--- config.mk ---
export PLATFORM = sky130hd
export DESIGN_NAME = fact_ctrl
export DESIGN_NICKNAME = d
export VERILOG_FILES = /design/src/rtl/fact_ctrl.sv
export SDC_FILE = /design/constraint.sdc
export NUM_CORES = 1
export LEC_CHECK = 0
export ABC_AREA = 1
export BUFFER_PORTS_ARGS = -buffer_cell sky130_fd_sc_hd__buf_2
export CORE_MARGIN = 2
export CORE_UTILIZATION = 60
export DETAILED_ROUTE_END_ITERATION = 7
export GPL_TIMING_DRIVEN = 0
export PLACE_DENSITY = 0.79
export SLEW_MARGIN = 20
export SYNTH_ARGS = -nofsm -noshare
export SYNTH_HDL_FRONTEND = slang
export SYNTH_SLANG_ARGS = --single-unit
--- constraint.sdc ---
create_clock -name clk -period 4.6 [get_ports clk]
set_input_delay 0.23 -clock clk [delete_from_list [all_inputs] [get_ports clk]]
set_output_delay 0.23 -clock clk [all_outputs]
set_load 0.1 [all_outputs]
--- src/rtl/fact_ctrl.sv ---
// Iterative factorial engine driven by a level-sensitive go/done handshake.
// Operands above MAX_N are rejected immediately with err set and result cleared.
module fact_ctrl #(
  parameter int N_W   = 4,
  parameter int W     = 32,
  parameter int MAX_N = 12
) (
  input  logic           clk,
  input  logic           rst,
  input  logic           go,
  input  logic [N_W-1:0] n,
  output logic           busy,
  output logic           done,
  output logic           err,
  output logic [W-1:0]   result
);

  localparam logic [1:0] IDLE = 2'd0;
  localparam logic [1:0] RUN  = 2'd1;
  localparam logic [1:0] DONE = 2'd2;

  localparam logic [N_W:0]   MAX_N_L = (N_W+1)'(MAX_N);
  localparam logic [N_W-1:0] CNT_ONE = N_W'(1);
  localparam logic [W-1:0]   PROD_ONE = W'(1);

  logic [1:0]     state;
  logic [N_W-1:0] cnt;
  logic [W-1:0]   prod;

  // Full-width product kept internally; only the low W bits are architecturally visible.
  function automatic logic [W-1:0] mul_trunc(input logic [W-1:0] a, input logic [N_W-1:0] b);
    logic [W+N_W-1:0] full;
    full = {{N_W{1'b0}}, a} * {{W{1'b0}}, b};
    return full[W-1:0];
  endfunction

  assign busy = (state == RUN);
  assign done = (state == DONE);

  always_ff @(posedge clk) begin
    if (!rst) begin
      state  <= IDLE;
      err    <= 1'b0;
      result <= '0;
    end else begin
      case (state)
        IDLE: begin
          if (go) begin
            if ({1'b0, n} > MAX_N_L) begin
              err    <= 1'b1;
              result <= '0;
              state  <= DONE;
            end else begin
              cnt   <= n;
              prod  <= PROD_ONE;
              err   <= 1'b0;
              state <= RUN;
            end
          end
        end
        RUN: begin
          // cnt of 0 or 1 terminates immediately, so 0! and 1! both give 1
          if (cnt <= CNT_ONE) begin
            result <= prod;
            state  <= DONE;
          end else begin
            prod <= mul_trunc(prod, cnt);
            cnt  <= cnt - CNT_ONE;
          end
        end
        DONE: begin
          // go must drop before a new request is accepted
          if (!go) state <= IDLE;
        end
        default: state <= IDLE;
      endcase
    end
  end

endmodule

==> run metrics <==
commonest non-fill, non-tap cell in the layout nand2_1; crit start category flop; internal power 0.00176 W; # IOs 42; initial detailed-routing violation count 630; non-filler cells in the finished layout 1316; max_cap viols 0; placed cell count 1300; sequential area share after synthesis 24.3%; clk_lat worst skew 0.34 ns; WL/cell 14.2 um; Post-synth EDFFs 36; CP arrival 4.55 ns; final net count 1262; first-pass GRT wire length 30900 um; post-layout util 67.5%; RSZ-0062 raised after global routing no; grt ovf 0; period utilization 95.3%; Clock Sinks 71; Ant. Diodes 0; via count 6789; clk slew on worst S/H paths 0.06 ns; fin area 8070 sq um; worst-margin pin slew 0.764 ns; Logic pwr share 54.5%; Setup Skew 0.0136 ns; placement-stage cell area 7750 sq um; Switch Pwr 0.00161 W; Remaining DRCs 0; final hold viol count 0; core area 12000 sq um; Final HPWL DP 14700 um; Max-slew headroom 49.0%; Distinct cells, synth 29; CTS Root Cell clkbuf_16; Starting Density 61.2%; Die Span Y 114 um; crit path kind reg -> reg; vias in the first global route 6385; Layout area overhead 10.2%; leakage 4.75 nW; vias per cell 5.16; Syn Nets 1209; Switching Fraction 47.8%; asr flop ratio synth 0%; status finished, final reports clean; Fmax 228 MHz; routed wire length 18700 um; min cycle time layout 4.38 ns; Mean Syn Cell Area 6.59 sq um; sequential share of power 23.8%; worst hold path class in -> reg; Rows 40; Yosys warnings 0; crit-path max FO 10; Final ANT Viol Nets 0; full die area 13100 sq um; CP endpoint kind flop; Mapped Area 7320 sq um; worst path required time 4.76 ns; Mapped Cells 1111; GRT Total Usage 30.3%; number of CTS-inserted buffers 9; setup violators final 0; CTS H-Tree Depth 3; Post-CTS Setup Bufs 0; CTS tree done; flops & latches, synth 71; clock group share of total power 21.7%; # fillers 1060; final slew viol count 0; pwr dens 417 nW/um^2; cts hold-fix bufs 0; drt pass-1 iters 5; largest net degree at the start of global routing 21; Port Buffer Count 41; commonest non-fill, non-tap cells in the layout nand2_1 (362), inv_1 (303), a21oi_1 (68); CTS Buffer Depth 2; initial antenna violation count 0; main flop type after synthesis edfxtp_1; Max VDD drop 0.196 mV; routability congestion estimate from global placement 0.943; Chip Width 114 um; layout cells sized above 1 6.16%
==> power groups by stage <==
stage | logic [W] | clock network (W) | registers [W]
floorplan | 0.00130 | 0 | 0.000852
detailed placement | 0.00178 | 0 | 0.000809
global placement | 0.00174 | 0 | 0.000812
CTS | 0.00181 | 0.000731 | 0.000796
finish | 0.00183 | 0.000730 | 0.000799
global route | 0.00210 | 0.000757 | 0.000803
==> layout make-up <==
class                   count  area [sq um]  area share [%]
clock inverters             4          32.5           0.403
repair buffers             42           233            2.88
flip-flops and latches     71          1780            22.1
multi-input cells         704          4260            52.8
inverters                 304          1140            14.1
well taps                 147           184            2.28
plain buffers              32           161            2.00
clock buffers              12           279            3.46
==> final timing paths <==
path                                                 to  slack (ns)               startpoint  cells after the start
worst max-delay path             prod[30]$_SDFFCE_PN0P_        0.22         cnt[2]$_DFFE_PP_                     16
worst min-delay path              state[1]$_SDFFE_PN0P_        0.18                       go                      3
worst max register to register   prod[30]$_SDFFCE_PN0P_        0.22         cnt[2]$_DFFE_PP_                     16
worst min register to register  result[13]$_SDFFE_PN0P_        0.46  result[13]$_SDFFE_PN0P_                      2
==> routing by layer <==
metal  GRT usage, %  vias up  share of wire (%)
met1           42.0     3101                 44
met3           6.09       38                8.3
met2           47.3      275                 45
li1               -     3375                  -
met5              0        -                  0
met4           11.0        0                2.7
==> cell families after synthesis <==
| logic type | synth area share, % |
|---|---|
| buffers and inverters | 17.7 |
| xor gates and xnor gates | 0.478 |
| adders and majority gates | 21.4 |
| and+or+nand+nor | 29.2 |
| DFF | 24.3 |
| AOI/OAI and AO/OA | 6.92 |
==> Yosys cell counts, drive strengths merged, types with 2 or more instances <==
master,number,area share (%)
a21oi,69,4.7
and2,4,0.34
buf,7,0.85
clkbuf,25,1.3
dfxtp,35,9.6
edfxtp,36,15
fa,57,16
ha,34,5.8
inv,303,16
nand2,362,19
nand3,33,2.3
nand3b,36,3.7
nand4,5,0.43
nor2,67,3.5
nor3,4,0.27
o21a,2,0.20
o21ai,21,1.5
o21bai,3,0.31
xnor2,3,0.36
==> sequential cells by signal, summed over array words and instances, names as in the netlist <==
| signal | flops |
|---|---|
| cnt | 4 |
| err | 1 |
| prod | 32 |
| result | 32 |
| state | 2 |
==> through the flow <==
stage	setup TNS, ns	setup slack [ns]	hold slack [ns]	power, W
6_report	0	0.215	0.176	0.00336
5_1_grt	0	0.0649	0.208	0.00366
4_1_cts	0	0.0485	0.175	0.00334
3_5_place_dp	0	0.0910	0.452	0.00259
3_3_place_gp	-21.69	-0.607	0.448	0.00255
2_1_floorplan	0	0.955	0.379	0.00215
==> timing repair <==
| item | in CTS | in global routing |
|---|---|---|
| hold endpoints to repair | 0 | 0 |
| gates resized for setup | 0 | 8 |
| setup endpoints to repair | 0 | 7 |
==> worst max-delay path, cell delays in order, from the launching register on <==
cell and delay (ns):
edfxtp_1 0.34, buf_6 0.13, clkbuf_1 0.46, clkbuf_2 0.39, nand2_1 0.13, fa_1 0.53
fa_1 0.54, fa_1 0.48, inv_1 0.17, nand3_1 0.09, nand3_1 0.21, nand2_1 0.09
nand3_1 0.20, nand2_1 0.12, nand3_1 0.10, nand2_1 0.05, nor2_1 0.18
Power figures use the tool's default switching activity.
